===== config.mk =====
export PLATFORM = sky130hd
export DESIGN_NAME = reg_mem_sequencer
export DESIGN_NICKNAME = d
export VERILOG_FILES = /design/src/rtl/seq_pkg.sv /design/src/rtl/reg_mem_sequencer.sv
export SDC_FILE = /design/constraint.sdc
export NUM_CORES = 1
export LEC_CHECK = 0
export CORE_AREA = 2 2 92 94
export CTS_CLUSTER_DIAMETER = 200
export DETAILED_ROUTE_END_ITERATION = 10
export DIE_AREA = 0 0 94 96
export HOLD_SLACK_MARGIN = 0.12
export PLACE_DENSITY_LB_ADDON = 0.05
export SYNTH_ARGS = -nofsm -noshare
export SYNTH_HDL_FRONTEND = slang
export SYNTH_SLANG_ARGS = --single-unit

===== constraint.sdc =====
create_clock -name clk -period 2.1 [get_ports clk]
set_clock_uncertainty 0.1 [all_clocks]
set_input_delay 0.63 -clock clk [delete_from_list [all_inputs] [get_ports clk]]
set_output_delay 0.63 -clock clk [all_outputs]
set_load 0.02 [all_outputs]

===== src/rtl/seq_pkg.sv =====
// Shared types and opcode constants for the register/memory command sequencer.
// The datapath control unit decodes exactly these opcode values.
package seq_pkg;

  localparam int OPC_W = 5;

  typedef enum logic [1:0] {
    CMD_LOAD  = 2'd0,
    CMD_STORE = 2'd1,
    CMD_ALU   = 2'd2,
    CMD_NOP   = 2'd3
  } cmd_op_e;

  typedef enum logic [1:0] {
    ST_IDLE,
    ST_PH1,
    ST_PH2,
    ST_DONE
  } state_e;

  localparam logic [OPC_W-1:0] OP_IDLE       = 5'h00;
  localparam logic [OPC_W-1:0] OP_MEM_TO_SEC = 5'h01;
  localparam logic [OPC_W-1:0] OP_SEC_TO_REG = 5'h02;
  localparam logic [OPC_W-1:0] OP_REG_TO_SEC = 5'h03;
  localparam logic [OPC_W-1:0] OP_SEC_TO_MEM = 5'h04;
  localparam logic [OPC_W-1:0] OP_ALU_RD     = 5'h10;
  localparam logic [OPC_W-1:0] OP_ALU_WR     = 5'h18;

  // ALU opcodes carry the function code in their low three bits.
  function automatic logic [OPC_W-1:0] alu_opc(input logic [OPC_W-1:0] base,
                                               input logic [2:0]       func);
    return base | {2'b00, func};
  endfunction

endpackage


===== src/rtl/reg_mem_sequencer.sv =====
// Two-phase command sequencer: turns one LOAD/STORE/ALU/NOP command into the
// opcode and address schedule the memory/register/security/ALU datapath expects.
module reg_mem_sequencer
  import seq_pkg::*;
#(
  parameter int ADDR_W = 8,
  parameter int OPC_W  = 5
) (
  input  logic              clk,
  input  logic              rst_n,
  input  logic              cmd_valid,
  output logic              cmd_ready,
  input  logic [1:0]        cmd_op,
  input  logic [2:0]        cmd_func,
  input  logic [ADDR_W-1:0] cmd_a,
  input  logic [ADDR_W-1:0] cmd_b,
  input  logic [ADDR_W-1:0] cmd_c,
  output logic [OPC_W-1:0]  opcode,
  output logic [ADDR_W-1:0] read_address_reg,
  output logic [ADDR_W-1:0] write_address_reg,
  output logic [ADDR_W-1:0] reg1,
  output logic [ADDR_W-1:0] reg2,
  output logic [ADDR_W-1:0] address_mem,
  output logic [ADDR_W-1:0] address_alu,
  output logic [ADDR_W-1:0] address_to_mem,
  input  logic              alu_zero,
  output logic              zero_flag,
  output logic              busy,
  output logic              done
);

  state_e            state;
  logic              ready_q;
  logic              accept;
  cmd_op_e           lat_op;
  logic [2:0]        lat_func;
  logic [ADDR_W-1:0] lat_b;
  logic [ADDR_W-1:0] lat_c;

  // ready_q resets high so the block is ready in the very first cycle after
  // release; gating with rst_n keeps it low while reset is held.
  assign cmd_ready = ready_q & rst_n;
  assign accept    = cmd_valid & cmd_ready;

  // Latch the command fields at accept; the PH2 targets come from here.
  always_ff @(posedge clk) begin
    if (accept) begin
      lat_op   <= cmd_op_e'(cmd_op);
      lat_func <= cmd_func;
      lat_b    <= cmd_b;
      lat_c    <= cmd_c;
    end
  end

  // Phase FSM with all outputs registered; PH1 values come straight from the
  // command inputs so they appear in the cycle after accept.
  always_ff @(posedge clk or negedge rst_n) begin
    if (!rst_n) begin
      state             <= ST_IDLE;
      ready_q           <= 1'b1;
      opcode            <= OP_IDLE;
      read_address_reg  <= '0;
      write_address_reg <= '0;
      reg1              <= '0;
      reg2              <= '0;
      address_mem       <= '0;
      address_alu       <= '0;
      address_to_mem    <= '0;
      zero_flag         <= 1'b0;
      busy              <= 1'b0;
      done              <= 1'b0;
    end else begin
      done <= 1'b0;
      case (state)
        ST_IDLE, ST_DONE: begin
          opcode <= OP_IDLE;
          if (accept) begin
            busy <= 1'b1;
            if (cmd_op_e'(cmd_op) == CMD_NOP) begin
              state   <= ST_DONE;
              ready_q <= 1'b1;
              done    <= 1'b1;
            end else begin
              state   <= ST_PH1;
              ready_q <= 1'b0;
              case (cmd_op_e'(cmd_op))
                CMD_LOAD: begin
                  opcode           <= OP_MEM_TO_SEC;
                  read_address_reg <= cmd_a;
                end
                CMD_STORE: begin
                  opcode         <= OP_REG_TO_SEC;
                  address_to_mem <= cmd_a;
                end
                default: begin
                  opcode <= alu_opc(OP_ALU_RD, cmd_func);
                  reg1   <= cmd_a;
                  reg2   <= cmd_b;
                end
              endcase
            end
          end else begin
            state   <= ST_IDLE;
            ready_q <= 1'b1;
            busy    <= 1'b0;
          end
        end
        ST_PH1: begin
          state <= ST_PH2;
          case (lat_op)
            CMD_LOAD: begin
              opcode      <= OP_SEC_TO_REG;
              address_mem <= lat_b;
            end
            CMD_STORE: begin
              opcode            <= OP_SEC_TO_MEM;
              write_address_reg <= lat_b;
            end
            default: begin
              opcode      <= alu_opc(OP_ALU_WR, lat_func);
              address_alu <= lat_c;
            end
          endcase
        end
        ST_PH2: begin
          state   <= ST_DONE;
          opcode  <= OP_IDLE;
          done    <= 1'b1;
          ready_q <= 1'b1;
          if (lat_op == CMD_ALU) zero_flag <= alu_zero;
        end
        default: begin
          state   <= ST_IDLE;
          opcode  <= OP_IDLE;
          ready_q <= 1'b1;
          busy    <= 1'b0;
        end
      endcase
    end
  end

endmodule

* Word level (Yosys, flattened, before mapping)
Index checks and enable logic that the tools add are counted.
Cells by class: equality and inequality tests 7, multiplexer cells 14, bitwise gates (word level) 5, reductions and logical operators 14
Operators with widths (number):
- $pmux 5 s2 | 2
- $pmux 5 s3 | 1
- $reduce_and 4->1 | 3
- $mux 5 | 2
- $eq 2x2->1 const B | 4
- $reduce_and 2->1 | 4
- $eq 2x1->1 const B | 3
- $logic_not 2->1 | 3
- $pmux 2 s3 | 1
- $reduce_or 2->1 | 3
- $mux 1 | 4
- $mux 2 | 2
- $pmux 1 s2 | 2
- $not 1->1 | 3
- $and 1x1->1 | 2
- $reduce_bool 2->1 | 1
Word-level totals: register bits after elaboration 88, input bits 33, output and inout bits 65, word-level logic and storage cells 57

* Depth between registers and ports, before layout
Gate-level depths: netlist of run 1.
word-level depth 5, mapped depth 7, gate-level depth less buffers 5

* Worst setup path after synthesis of run 1
No wires, ideal clock.
path kind register -> register, from reg state[0], to reg reg1[0], setup time 0.125 ns, arrival time 1.771 ns, data required time 1.875 ns, path slack 0.104 ns, cell stages (with the launch flop) 8, period minus slack after synthesis 1.996 ns, path through dfrtp_1 inv_1 ha_1 nand4_4 nor3b_2 buf_4 buf_6 mux2_2
Between the ends: cells in the longest elaborated chain, start to end 3
RTL lines:
- start, declared | RTL line reg_mem_sequencer.sv:32 | state_e state;
- start signal, assigned | RTL line reg_mem_sequencer.sv:59 | state <= ST_IDLE;
- start signal, assigned | RTL line reg_mem_sequencer.sv:80 | state <= ST_DONE;
- start signal, assigned | RTL line reg_mem_sequencer.sv:84 | state <= ST_PH1;
- $eq 2x2->1 or $logic_not 2->1 (tied branches) | RTL line reg_mem_sequencer.sv:74 | case (state)
- $reduce_or 2->1 * | RTL line reg_mem_sequencer.sv:74
- $reduce_and 4->1 (no source line) *
- end signal, assigned | RTL line reg_mem_sequencer.sv:97 | reg1 <= cmd_a;
- end, declared | RTL line reg_mem_sequencer.sv:21 | output logic [ADDR_W-1:0] reg1,
Mark *: on every way between the ends. The rest lies on a longest branch, timed or not. A chain may end at the register's enable or synchronous reset.

* Worst setup path after layout of run 1
from reg read_address_reg[6], to out read_address_reg[6]
RTL lines:
- start, declared | RTL line reg_mem_sequencer.sv:19 | output logic [ADDR_W-1:0] read_address_reg,
- start signal, assigned | RTL line reg_mem_sequencer.sv:89 | read_address_reg <= cmd_a;
No word-level cell between the ends.

==> results of run 1 <==
==> final timing paths <==
check,startpoint,end,slack [ps],cells after the start
max,read_address_reg[6],read_address_reg[6],50,1
min,lat_c[0],address_alu[0],380,1
min reg2reg,lat_c[0],address_alu[0],380,1
max in group asynchronous,rst_n,reg2[5],830,3
max reg2reg,state[0],address_to_mem[7],100,7
min in group asynchronous,rst_n,state[0],490,3
==> logic make-up (layout without fill, tap and decap cells) <==
family,after synthesis,in the layout,synth area share
flops,88,88,0.700
simple gates,22,22,0.0475
fa+ha+maj,3,3,0.0114
buf+inv,10,136,0.0171
compound gates,10,10,0.0197
mux,57,57,0.204
==> area by class of cell <==
class / count / share of cell area
inverter: 6 / 0.00472
tap: 105 / 0.0276
sequential: 88 / 0.484
timing repair buffer: 114 / 0.246
clock inverter: 4 / 0.0108
clock buffer: 12 / 0.0304
multi-input combinational: 92 / 0.197
==> cell usage after synthesis (all sizes together) <==
master,count
a211o,1
a21o,1
a21oi,2
a32o,1
a32oi,1
and2,1
and3,1
buf,3
clkbuf,1
dfrtp,66
dfstp,1
edfxtp,21
ha,3
inv,6
mux2,57
nand2,5
nand2b,1
nand3,2
nand3b,1
nand4,1
nor2,3
nor2b,1
nor3b,3
o21ai,4
or2,2
or3,1
==> cell usage in the layout, fill, tap and decap left out, drive strengths merged, types with 2 or more instances in the layout <==
cell type      count
ha                 3
edfxtp            21
a21oi              2
nor2               3
clkdlybuf4s50     80
nand2              5
o21ai              4
inv                7
nand3              2
or2                2
dlymetal6s2s      15
mux2              57
clkbuf            12
dfrtp             66
nor3b              3
buf               18
==> per-stage QoR <==
stage	instances	power [mW]	utilization
2_1_floorplan	190	4.24	-
3_5_place_dp	404	5.81	0.562
5_1_grt	421	7.24	0.592
6_report	421	6.85	0.592
4_1_cts	420	6.99	0.587
3_3_place_gp	404	5.77	0.562
==> per-layer routing <==
layer  routed length [um]  part of all wire
met5                    0                 0
met4                   99             0.015
met1                 2890              0.45
met3                  448             0.069
met2                 3060              0.47
==> what timing repair did <==
item / 4_1_cts / 5_1_grt
setup buffers: 0 / 1
endpoints found under the setup margin: 1 / 16
hold buffers: 0 / 0
resized for setup: 3 / 15
==> power by group through the flow <==
stage	Combinational, mW	Clock (mW)	Sequential [mW]
floorplan	0.792	0	3.45
global placement	3.03	0	2.74
detailed placement	3.07	0	2.74
CTS	3.07	1.20	2.72
global route	3.19	1.27	2.79
finish	3.01	1.15	2.70
==> flow_summary.yaml, run 1 <==
job:
  drv_cap: 0
yosys:
  yosys_warnings: 0
  synthCells: 190
  ys_seq_elements: 88
  ys_types: 30
  avgSynthCellArea_um2: 17.3
  synth_top_area_cell: "dfrtp_1"
  syn_nets: 226
  syn_area_um2: 3300
  synth_area_leaders: "dfrtp_1 (50%), edfxtp_1 (19%), mux2_2 (15%), mux2_4 (3.6%), mux2_1 (1.7%)"
  seq_area_frac_synth: 0.700
  yosys.area.top_type_share: 0.501
finish:
  multi_input_comb_area_um2: 937
  area_growth_pct: 44.7
  fin_area_um2: 4770
  regArea_um2: 2310
  nFillCells: 655
  drive_above_1_share: 0.291
  diodes: 0
  nNetsFinal: 347
floorplanning:
  dieArea_um2: 9020
  die_y_um: 96
  placementRows: 33
  die_w_um: 94
  initial_core_util: 0.409
  core_um2: 8050
  io-pin-count: 98
critical_path:
  cpMaxStageDelayCell: "clkdlybuf4s50_1"
  cp.arrival_ps: 1320
  crit_chain: "clkdlybuf4s50_1"
  crit_path_max_fanout: 2
  crit_type: "reg -> out"
  cp-start-kind: "flip-flop"
  required_ps: 1370
  cp-end-kind: "output pin"
  critical-path-top-delay-family: "buffers and inverters"
  cp.buffers_inverters: 1
  cpPeakStageDelay_ps: 630
timing:
  setup_violations: 0
  final.setup.tns_ps: 0
  relSlewSlack: 0.435
  tightest_slew_ps: 847
  finalMaxSlewViolations: 0
  fin_hold_ws_ps: 383
  min_period_ps: 2050
  fmax_ghz: 0.487
  fin_ws_ps: 46.6
  grt_setup_unrepaired: "no"
  hold_viol_final: 0
  period_share: 0.978
detailed_routing:
  wl_per_cell_um: 15.4
  drc_errors: 0
  detail-route-antenna-nets: 0
  firstDrtPassIters: 4
  routed_via_density: 4.68
  vias: 1972
  drt_iter0_markers: 93
  finalWirelength_um: 6500
power:
  powerDensity_nw_per_um2: 1440
  combPwrFrac: 0.439
  p_leak_nw: 2.18
  pwr-share-seq: 0.394
  netSwitchingFraction: 0.329
  clockPowerShare: 0.168
  internal_power_mw: 4.60
  power_switching_mw: 2.25
  peakVddDrop_uv: 738
placement:
  postPlaceCellArea_um2: 4530
  place_hpwl_um: 4470
  portBuffers: 97
  gp_congestion: 0.776
  dp_slack_ps: -292
grt:
  grtUsageMet1: 0.194
  grt_start_max_net_pins: 68
  grt_use_total: 0.151
  grt-ovfl-total: 0
  grt_pass1_wl_um: 10200
  grt_most_used_layer: "met2"
  use_met3: 0.0540
  antenna_found_initial: 0
  grt_pass1_vias: 2064
  grtUsageMet2: 0.235
clock_tree:
  numCtsBuffers: 9
  cts_tree: "built"
  clock-root-buffer: "clkbuf_8"
  clock_sinks: 88
  clock_latency_ps: 340
  clkTransAtPathRegs_ps: 80
  htreeDepth: 3
  cts_max_path_buffers: 2
hold_path:
  hold_class: "reg -> reg"
status:
  status: "finished clean"
Note: power is estimated with default switching activity, not from simulation.
==> run 2, diff against run 1 <==
--- a/config.mk
+++ b/config.mk
@@ -5,10 +5,10 @@
 export SDC_FILE = /design/constraint.sdc
 export NUM_CORES = 1
 export LEC_CHECK = 0
-export CORE_AREA = 2 2 92 94
+export CORE_AREA = 2 2 106 82
 export CTS_CLUSTER_DIAMETER = 200
 export DETAILED_ROUTE_END_ITERATION = 10
-export DIE_AREA = 0 0 94 96
+export DIE_AREA = 0 0 108 84
 export HOLD_SLACK_MARGIN = 0.12
 export PLACE_DENSITY_LB_ADDON = 0.05
 export SYNTH_ARGS = -nofsm -noshare
==> flow_summary.yaml, run 2 (synthesis gave the netlist of run 1 again) <==
timing:
  tightest_slew_ps: 548
  fmax_ghz: 0.483
  hold_viol_final: 0
  final.setup.tns_ps: 0
  finalMaxSlewViolations: 0
  relSlewSlack: 0.634
  fin_ws_ps: 28.5
  setup_violations: 0
  min_period_ps: 2070
  period_share: 0.986
  fin_hold_ws_ps: 158
power:
  clockPowerShare: 0.157
  p_leak_nw: 2.31
  peakVddDrop_uv: 634
  power_switching_mw: 2.28
  netSwitchingFraction: 0.339
  power_mw: 6.71
  internal_power_mw: 4.43
  powerDensity_nw_per_um2: 1400
  pwr-share-seq: 0.404
  combPwrFrac: 0.439
detailed_routing:
  routed_via_density: 4.61
  drc_errors: 0
  detail-route-antenna-nets: 0
  vias: 1946
  firstDrtPassIters: 4
  finalWirelength_um: 6470
  drt_iter0_markers: 43
  wl_per_cell_um: 15.3
critical_path:
  cpMaxStageDelayCell: "clkdlybuf4s50_1"
  r2r-end: "read_address_reg[6]"
  crit_path_max_fanout: 2
  reg2reg_from: "state[0]"
  critical-path-top-delay-family: "buffers and inverters"
  crit_chain: "clkdlybuf4s50_1"
  required_ps: 1370
  cpPeakStageDelay_ps: 630
  cp-start-kind: "flip-flop"
  cp-end-kind: "output pin"
  reg2reg_depth: 6
  cp.buffers_inverters: 1
  crit_type: "reg -> out"
  cp.arrival_ps: 1340
  r2r_setup_slack_ps: 90
placement:
  place_hpwl_um: 4500
  dp_slack_ps: -304
  postPlaceCellArea_um2: 4520
  gp_congestion: 0.722
  portBuffers: 97
  placed_cells: 406
finish:
  instances_no_fill: 422
  final_cell_mix: "dfrtp_1 (66), clkdlybuf4s50_1 (66), mux2_2 (44)"
  diodes: 0
  area_growth_pct: 44.9
  nNetsFinal: 345
  post-route-util: 0.585
  drive_above_1_share: 0.290
  fin_area_um2: 4780
floorplanning:
  placementRows: 29
  initial_core_util: 0.404
  core_um2: 8160
  die_y_um: 84
  io-pin-count: 98
  dieArea_um2: 9070
  die_w_um: 108
clock_tree:
  numCtsBuffers: 9
  cts_setup_buffers: 0
  clock-root-buffer: "clkbuf_8"
  htreeDepth: 3
  clkTransAtPathRegs_ps: 90
  clock_latency_ps: 350
  cts_tree: "built"
  cts_max_path_buffers: 2
  clock_sinks: 88
hold_path:
  hold_class: "in -> async"
status:
  status: "finished clean"
grt:
  grt_pass1_vias: 2057
  grt_pass1_wl_um: 10900
  antenna_found_initial: 0
  grt-ovfl-total: 0
  grt_start_max_net_pins: 45
  grt_use_total: 0.159
job:
  drv_cap: 0
run 2: worst max path at each step:
| stage | from | slack [ps] | to | cells after the start |
|---|---|---|---|---|
| final | read_address_reg[2] | 30 | read_address_reg[2] | 1 |
| after global routing | read_address_reg[2] | -7 | read_address_reg[2] | 1 |
| after CTS | read_address_reg[5] | 3 | read_address_reg[5] | 1 |
| after detailed placement | cmd_valid | -300 | reg2[4] | 5 |
| after global placement | cmd_valid | -310 | read_address_reg[3] | 5 |
| after floorplan | state[0] | 100 | reg1[0] | 7 |
run 2: cell type report:
| type | count | area, um^2 |
|---|---|---|
| clock inverter | 6 | 43.8 |
| timing repair buffer | 112 | 1190 |
| tap | 108 | 135 |
| fill | 680 | 3390 |
| clock buffer | 10 | 138 |
| inverter | 6 | 22.5 |
| sequential | 88 | 2310 |
| multi-input combinational | 92 | 937 |
run 2: repair_timing:
| item | 4_1_cts | 5_1_grt |
|---|---|---|
| hold endpoints to repair | 0 | 0 |
| gates cloned | 0 | 0 |
| hold buffers | 0 | 0 |
| pin swaps | 0 | 1 |
| setup endpoints to repair | 2 | 32 |
| resized for setup | 2 | 30 |
run 2: power groups by stage:
| stage | Clock, mW | Sequential, mW | Combinational [mW] |
|---|---|---|---|
| 3_3_place_gp | 0 | 2.74 | 3.01 |
| 5_1_grt | 1.18 | 2.80 | 3.12 |
| 2_1_floorplan | 0 | 3.45 | 0.792 |
| 6_report | 1.06 | 2.71 | 2.94 |
| 4_1_cts | 1.10 | 2.73 | 3.04 |
| 3_5_place_dp | 0 | 2.75 | 3.04 |
run 2: routing by layer:
layer	part of all wire	wire length, um	global-route usage
met1	0.47	3010	0.223
met2	0.45	2940	0.231
met3	0.067	434	0.0562
met4	0.012	78	0.0490
met5	0	0	0
